## src/rtl/imm_encoder.sv

```systemverilog
// imm_encoder: iterative immediate encoder for the assembler/patch path.
// Finds the instruction immediate field that decode-side extension expands
// back to the requested 32-bit value. The rotated imm8 form is searched one
// rotation per cycle; the offset, branch and split-halfword forms resolve
// in a single search cycle. All outputs are registered.

module imm_encoder (
    input  logic        clk,
    input  logic        reset_n,
    input  logic        start,
    input  logic [31:0] value,
    input  logic [1:0]  imme_sel,
    input  logic        unsigned_en,
    output logic        busy,
    output logic        done,
    output logic        fits,
    output logic [23:0] field,
    output logic        up
);

    typedef enum logic [1:0] {
        S_IDLE,
        S_SEARCH,
        S_DONE
    } state_t;

    typedef enum logic [1:0] {
        F_ROT8   = 2'b00,
        F_OFF12  = 2'b01,
        F_BR24   = 2'b10,
        F_SPLIT8 = 2'b11
    } form_t;

    state_t      state, state_n;

    // Request captured on accept
    logic [31:0] val_q, val_n;
    form_t       sel_q, sel_n;
    logic        uns_q, uns_n;
    logic [3:0]  r_q, r_n;

    // Next values of the registered outputs
    logic        busy_n, done_n, fits_n, up_n;
    logic [23:0] field_n;

    // Form evaluation results
    logic [31:0] rot;
    logic        rot_hit;
    logic        mag_up;
    logic [31:0] mag;
    logic        off12_fits;
    logic        split8_fits;
    logic        br_aligned;
    logic        br_range;
    logic        br_fits;

    // Left rotate by an even amount; with sh==0 the right shift amount wraps
    // to 0 as well, so the OR simply returns v.
    function automatic logic [31:0] rol_even(input logic [31:0] v, input logic [3:0] r);
        logic [4:0] sh;
        sh = {r, 1'b0};
        return (v << sh) | (v >> (~sh + 5'd1));
    endfunction

    // Rotated-imm8 candidate for the current rotation step
    always_comb begin
        rot     = rol_even(val_q, r_q);
        rot_hit = (rot[31:8] == 24'd0);
    end

    // Magnitude and direction for the offset and split-halfword forms
    always_comb begin
        mag_up      = uns_q | ~val_q[31];
        mag         = mag_up ? val_q : (~val_q + 32'd1);
        off12_fits  = (mag[31:12] == 20'd0);
        split8_fits = (mag[31:8] == 24'd0);
    end

    // Branch offset: word aligned and within the 26-bit byte range
    always_comb begin
        br_aligned = (val_q[1:0] == 2'b00);
        if (uns_q) begin
            br_range = (val_q[31:26] == 6'd0);
        end else begin
            br_range = (val_q[31:25] == '0) || (val_q[31:25] == '1);
        end
        br_fits = br_aligned && br_range;
    end

    // State register
    always_ff @(posedge clk) begin
        if (!reset_n) begin
            state <= S_IDLE;
        end else begin
            state <= state_n;
        end
    end

    // Next-state, capture and result selection
    always_comb begin
        state_n = state;
        val_n   = val_q;
        sel_n   = sel_q;
        uns_n   = uns_q;
        r_n     = r_q;
        busy_n  = busy;
        done_n  = 1'b0;
        fits_n  = fits;
        field_n = field;
        up_n    = up;

        unique case (state)
            S_IDLE: begin
                if (start) begin
                    val_n   = value;
                    sel_n   = form_t'(imme_sel);
                    uns_n   = unsigned_en;
                    r_n     = 4'd0;
                    busy_n  = 1'b1;
                    fits_n  = 1'b0;
                    field_n = '0;
                    up_n    = 1'b0;
                    state_n = S_SEARCH;
                end
            end

            S_SEARCH: begin
                unique case (sel_q)
                    F_ROT8: begin
                        if (rot_hit) begin
                            fits_n  = 1'b1;
                            field_n = {12'd0, r_q, rot[7:0]};
                            up_n    = 1'b0;
                            done_n  = 1'b1;
                            state_n = S_DONE;
                        end else if (r_q == 4'd15) begin
                            fits_n  = 1'b0;
                            field_n = '0;
                            up_n    = 1'b0;
                            done_n  = 1'b1;
                            state_n = S_DONE;
                        end else begin
                            r_n = r_q + 4'd1;
                        end
                    end

                    F_OFF12: begin
                        fits_n  = off12_fits;
                        field_n = off12_fits ? {12'd0, mag[11:0]} : '0;
                        up_n    = off12_fits & mag_up;
                        done_n  = 1'b1;
                        state_n = S_DONE;
                    end

                    F_BR24: begin
                        fits_n  = br_fits;
                        field_n = br_fits ? val_q[25:2] : '0;
                        up_n    = 1'b0;
                        done_n  = 1'b1;
                        state_n = S_DONE;
                    end

                    F_SPLIT8: begin
                        fits_n  = split8_fits;
                        field_n = split8_fits ? {12'd0, mag[7:4], 4'b0000, mag[3:0]} : '0;
                        up_n    = split8_fits & mag_up;
                        done_n  = 1'b1;
                        state_n = S_DONE;
                    end

                    default: begin
                        state_n = S_IDLE;
                    end
                endcase
            end

            S_DONE: begin
                busy_n  = 1'b0;
                state_n = S_IDLE;
            end

            default: begin
                busy_n  = 1'b0;
                state_n = S_IDLE;
            end
        endcase
    end

    // Captured request, rotation counter and registered outputs
    always_ff @(posedge clk) begin
        if (!reset_n) begin
            val_q <= '0;
            sel_q <= F_ROT8;
            uns_q <= 1'b0;
            r_q   <= '0;
            busy  <= 1'b0;
            done  <= 1'b0;
            fits  <= 1'b0;
            field <= '0;
            up    <= 1'b0;
        end else begin
            val_q <= val_n;
            sel_q <= sel_n;
            uns_q <= uns_n;
            r_q   <= r_n;
            busy  <= busy_n;
            done  <= done_n;
            fits  <= fits_n;
            field <= field_n;
            up    <= up_n;
        end
    end

endmodule

```

## config.mk

```make
export PLATFORM = sky130hd
export DESIGN_NAME = imm_encoder
export DESIGN_NICKNAME = d
export VERILOG_FILES = /design/src/rtl/imm_encoder.sv
export SDC_FILE = /design/constraint.sdc
export NUM_CORES = 1
export LEC_CHECK = 0
export CORE_MARGIN = 4
export CORE_UTILIZATION = 40
export DETAILED_ROUTE_END_ITERATION = 16
export HOLD_SLACK_MARGIN = 0.08
export SYNTH_ARGS = -nofsm -noshare
export SYNTH_HDL_FRONTEND = slang
export SYNTH_SLANG_ARGS = --single-unit
```

## constraint.sdc

```tcl
create_clock -name clk -period 4 [get_ports clk]
set_clock_uncertainty 0.2 [all_clocks]
set_input_delay 0.4 -clock clk [delete_from_list [all_inputs] [get_ports clk]]
set_output_delay 0.4 -clock clk [all_outputs]
set_load 0.03 [all_outputs]
```

## Word-level counts from Yosys, hierarchy flattened

Cells that the tools add are included.

- Register bits: 69
- Bits of input ports: 38

- Add/sub/neg operators: 3
- Reduce and logical (&&, ||, !) cells: 18
- Bitwise gates (word level): 8
- Eq/ne operators: 11
- Multiplexer cells: 33
- Shift operators: 2

Operator list:

| operator | number |
|---|---|
| 2-to-1 mux 24 bit | 4 |
| one-hot mux 24 bit (4 select lines) | 1 |
| zero test 24 bit | 2 |
| one-hot mux 24 bit (2 select lines) | 1 |
| adder 32 x 1 -> 32 bit (second input constant) | 1 |
| 2-to-1 mux 32 bit | 1 |
| NOT 32 bit | 1 |
| bitwise OR 32 bit | 1 |
| << shifter 32 x 5 -> 32 bit | 1 |
| >> shifter 32 x 5 -> 32 bit | 1 |
| 2-to-1 mux 12 bit | 2 |
| zero test 20 bit | 1 |
| 2-to-1 mux 4 bit | 4 |
| 2-to-1 mux 1 bit | 8 |
| != test 2 bit (second input constant) | 4 |
| one-hot mux 1 bit (2 select lines) | 4 |
| one-hot mux 1 bit (4 select lines) | 2 |
| one-hot mux 2 bit (2 select lines) | 2 |
| one-hot mux 4 bit (2 select lines) | 1 |
| AND reduction 2 bit | 4 |
| equality test 7 bit (second input constant) | 1 |
| zero test 7 bit | 1 |
| zero test 2 bit | 3 |
| zero test 6 bit | 1 |
| 17 further kinds | 23 |

## Logic depth before layout (Yosys ltp)

- Word-level depth: 8
- Depth in mapped cells: 19
- Gate-level depth less buffers: 11

## Least setup slack after synthesis

Ideal clock, no wire load.

- Path type: reg-to-reg
- Start point: register r_q[0]
- End point: register up
- Setup time: 0.058 ns
- Cell stages (with the launch flop): 18
- Buffers on the path: 7
- Data required time: 3.742 ns
- Arrival time: 3.926 ns
- Path slack: -0.184 ns
- Cells stage by stage: dfxtp_1 > buf_2 > buf_4 > inv_1 > buf_2 > buf_1 > ha_1 > buf_2 > buf_2 > mux2i_1 > mux4_2 > o211ai_1 > o31ai_1 > a31oi_1 > nand2_1 > a21oi_2 > clkbuf_1 > a21o_1

- Cells in the longest elaborated chain, start to end: 8

RTL lines:

| element | line | text |
|---|---|---|
| from (decl) | 40 | `logic [3:0] r_q, r_n;` |
| from (signal assigned) | 205 | `r_q <= r_n;` |
| NOT 5 bit | 62 | `return (v << sh) \| (v >> (~sh + 5'd1));` |
| adder 5 x 1 -> 5 bit | 62 |  |
| >> shifter 32 x 5 -> 32 bit | 62 |  |
| bitwise OR 32 bit | 62 |  |
| zero test 24 bit | 68 | `rot_hit = (rot[31:8] == 24'd0);` |
| 2-to-1 mux 1 bit | 130 | `if (rot_hit) begin` |
| one-hot mux 1 bit (4 select lines) | 128 | `unique case (sel_q)` |
| one-hot mux 1 bit (2 select lines) | 112 | `unique case (state)` |
| to (signal assigned) | 210 | `up <= up_n;` |
| to (decl) | 18 | `output logic up` |

Several ways; a longest one is shown, not always the timed one.
A chain may end at the register's enable or synchronous reset.

## Worst setup path in the final report

- Start point: register val_q[0]
- End point: register field[10]

- Cells in the longest elaborated chain, start to end: 7

RTL lines:

| element | line | text |
|---|---|---|
| from (decl) | 37 | `logic [31:0] val_q, val_n;` |
| from (signal assigned) | 202 | `val_q <= val_n;` |
| NOT 32 bit | 74 | `mag = mag_up ? val_q : (~val_q + 32'd1);` |
| adder 32 x 1 -> 32 bit | 74 |  |
| 2-to-1 mux 32 bit | 74 |  |
| zero test 24 bit or zero test 20 bit (tied branches) | 76, 75 |  |
| 2-to-1 mux 12 bit (on tied branches) | 165, 149 |  |
| one-hot mux 24 bit (4 select lines) | 128 |  |
| one-hot mux 24 bit (2 select lines) | 112 |  |
| to (signal assigned) | 209 | `field <= field_n;` |
| to (decl) | 17 | `output logic [23:0] field,` |

Several ways; a longest one is shown, not always the timed one.

==> qor.yml <==
layout:
  final_cells: 988
  syn2layout_area_growth_pct: 21.1
  drive_gt1_share_pct: 14.0
  nNetsFinal: 845
  n_antenna_cell: 0
power:
  p_leak_uw: 0.00253
  intPower_uw: 1590
  clockPowerShare_pct: 33.3
  netSwitchingFraction_pct: 34.5
  p_switching_uw: 838
  p_comb_share_pct: 33.6
  power_density_nw_per_um2: 343
  peakVddDrop_mv: 0.273
  pwr-share-seq_pct: 33.1
yosys:
  synth_edf_count: 0
  synth_top_area_share_pct: 23.6
  synth-seq-area-share_pct: 23.6
  yosysTopAreaCell: "dfxtp_1"
  syn_nets: 803
  postSynthCellCount: 762
  yosys-top-cells-area: "dfxtp_1, nand2_1, mux4_2"
  synth.most_common_cell: "nand2_1"
  yosys_most_used_dff: "dfxtp_1"
  ys_ff_latch: 69
  yosysWarnings: 0
  ys_types: 78
  netlist_area_um2: 5850
  synth.avg_cell_area_um2: 7.68
  synth-async-reset-ratio_pct: 0
  synth_commonest_cells: "nand2_1, dfxtp_1, clkbuf_1, nor2_1, a21oi_1"
floorplanning:
  initial_core_util_pct: 41.5
  dieArea_um2: 16600
  ios: 66
  row_count: 43
  core_um2: 14100
  die-width_um: 129
  die_h_um: 129
detailed_routing:
  drt-pass1-iter-count: 7
  viasPerCell: 6.21
  ant_nets: 0
  drt-total-wl_mm: 19.9
  avgRoutedWirePerCell_um: 20.2
  num_vias: 6131
  drt_first_iter_violations: 548
  drc: 0
place:
  numPortBuffers: 65
  gp_congestion: 0.976
  dp_hpwl_mm: 14.5
  dp.cells: 973
worst_setup_path:
  crit_arrival_ns: 3.90
  crit_type: "register to register"
  worstReg2RegEnd: "field[10]"
  crit_fanout: 8
  cp_data_required_time_ns: 4.07
  critPathLaunchType: "register"
  rr_worst_depth: 11
  cp-end-kind: "register"
  rr_startpoint: "val_q[0]"
  rrSetupSlack_ns: 0.17
grt:
  grt_pass1_wl_mm: 31.8
  grt_pass1_vias: 5909
  grt_overflow: 0
  grtUsageTotal_pct: 24.2
  grt_start_max_net_pins: 71
  antenna_found_initial: 0
hold_path:
  hold_class: "register to register"
  hold_path.startpoint: "up"
  hold_end: "up"
  hold_path_depth: 1
clock_network:
  cts_root_buffer: "clkbuf_16"
  clock_sink_count: 69
  path_clk_slew_ns: 0.06
  holdBufCountCts: 0
  cts_tree: "done"
  h-tree-depth: 3
  cts.path.max_buffers: 2
  clkLatencyLatePin_ns: 0.34
  numCtsBuffers: 9
sta:
  max_freq_mhz: 261
  setup_viol: 0
  slew_headroom_pct: 20.6
  hold_violations: 0
  worstMarginPinSlew_ns: 1.19
  finalMaxSlewViolations: 0
  tns_ns: 0
  finalCritPeriodShare_pct: 95.7
  post-route-min-period_ns: 3.83
  rsz0062_at_grt: "false"
run_status:
  outcome: "finished, final reports clean"
flow_run:
  maxCapViolCount: 0
[area by class of cell]
| cell class | instances | area [um^2] |
|---|---|---|
| multi-input cells | 601 | 4110 |
| well taps | 180 | 225 |
| repair buffers | 113 | 1040 |
| clock inverters | 4 | 47.5 |
| inverters | 10 | 37.5 |
| clock buffers | 11 | 253 |
| flip-flops and latches | 69 | 1380 |
| fillers | 1429 | 7000 |
[registers in the layout (all words and copies together), names as in the netlist]
| register | cells |
|---|---|
| field | 24 |
| sel_q | 2 |
| up | 1 |
| fits | 1 |
| busy | 1 |
| done | 1 |
| state | 2 |
| r_q | 4 |
| val_q | 32 |
| uns_q | 1 |
[power by group through the flow]
stage	logic (uW)	clock network [uW]	registers (uW)
floorplan	588	0	768
global placement	797	0	814
detailed placement	801	0	816
CTS	806	823	801
global route	890	854	809
finish	818	808	805
[worst max-delay path by stage]
stage | from | end | slack [ns] | depth (start not counted)
after floorplan | r_q[0] | field[18] | 0.001 | 17
after global placement | val_q[0] | field[10] | 0.22 | 11
after detailed placement | val_q[0] | field[10] | 0.15 | 11
after CTS | val_q[0] | field[10] | 0.13 | 11
after global routing | val_q[9] | field[10] | 0.02 | 9
final | val_q[0] | field[10] | 0.17 | 11
[cell usage in the layout (no fill, tap or decap), types with 11 or more instances in the layout]
cell               n
o21ai_0           24
mux4_2            21
a211oi_1          11
nor4_1            11
a21boi_0          37
clkdlybuf4s50_1   65
mux2i_1           23
nand2_1          149
a22o_1            15
o2bb2ai_1         12
buf_4             46
a21oi_1           39
nand3_1           17
nor2_1            47
dfxtp_1           68
nor3_1            19
[what timing repair did]
item / in CTS / in global routing
resized for setup: 0 / 2
endpoints found under the setup margin: 0 / 15
hold endpoints to repair: 0 / 0
buffers inserted: 0 / 0
[cell families (layout without fill, tap and decap cells)]
kind of cell               Yosys count  after routing  share of synthesized area, %
muxes                               49             49                          13.0
AOI/OAI and AO/OA                  213            213                          26.2
adders and majority gates            3              3                         0.641
buffers and inverters               92            138                          6.54
and+or+nand+nor                    318            318                          27.4
DFF                                 69             69                          23.6
xor gates and xnor gates            18             18                          2.69
[worst max-delay path, stage by stage (launching register included)]
cell and delay [ns]:
dfxtp_1 0.36, inv_1 0.08, ha_1 0.29, nor3b_4 0.35
and4_4 0.30, a311oi_1 0.09, a311o_1 0.35, or4b_4 0.58
or4_4 0.49, nor3_4 0.29, a221oi_1 0.20, o2bb2ai_1 0.19
[per-layer routing]
metal	global-route usage (%)	vias to the layer above	routed length [um]
met5	0	-	0
met4	7.72	0	385
met3	4.28	31	1270
met2	38.0	238	9230
met1	33.7	2970	9040
li1	-	2892	-
[metrics by stage]
stage	setup WS [ns]	area (um^2)	hold slack, ns	power, uW	util, %
2_1_floorplan	0.00130	5860	0.285	1360	-
3_3_place_gp	0.219	6780	0.242	1610	48.1
3_5_place_dp	0.153	6780	0.250	1620	48.1
4_1_cts	0.135	7080	0.263	2430	50.2
5_1_grt	0.0172	7090	0.280	2550	50.3
6_report	0.172	7090	0.259	2430	50.3
Power figures use the tool's default switching activity.
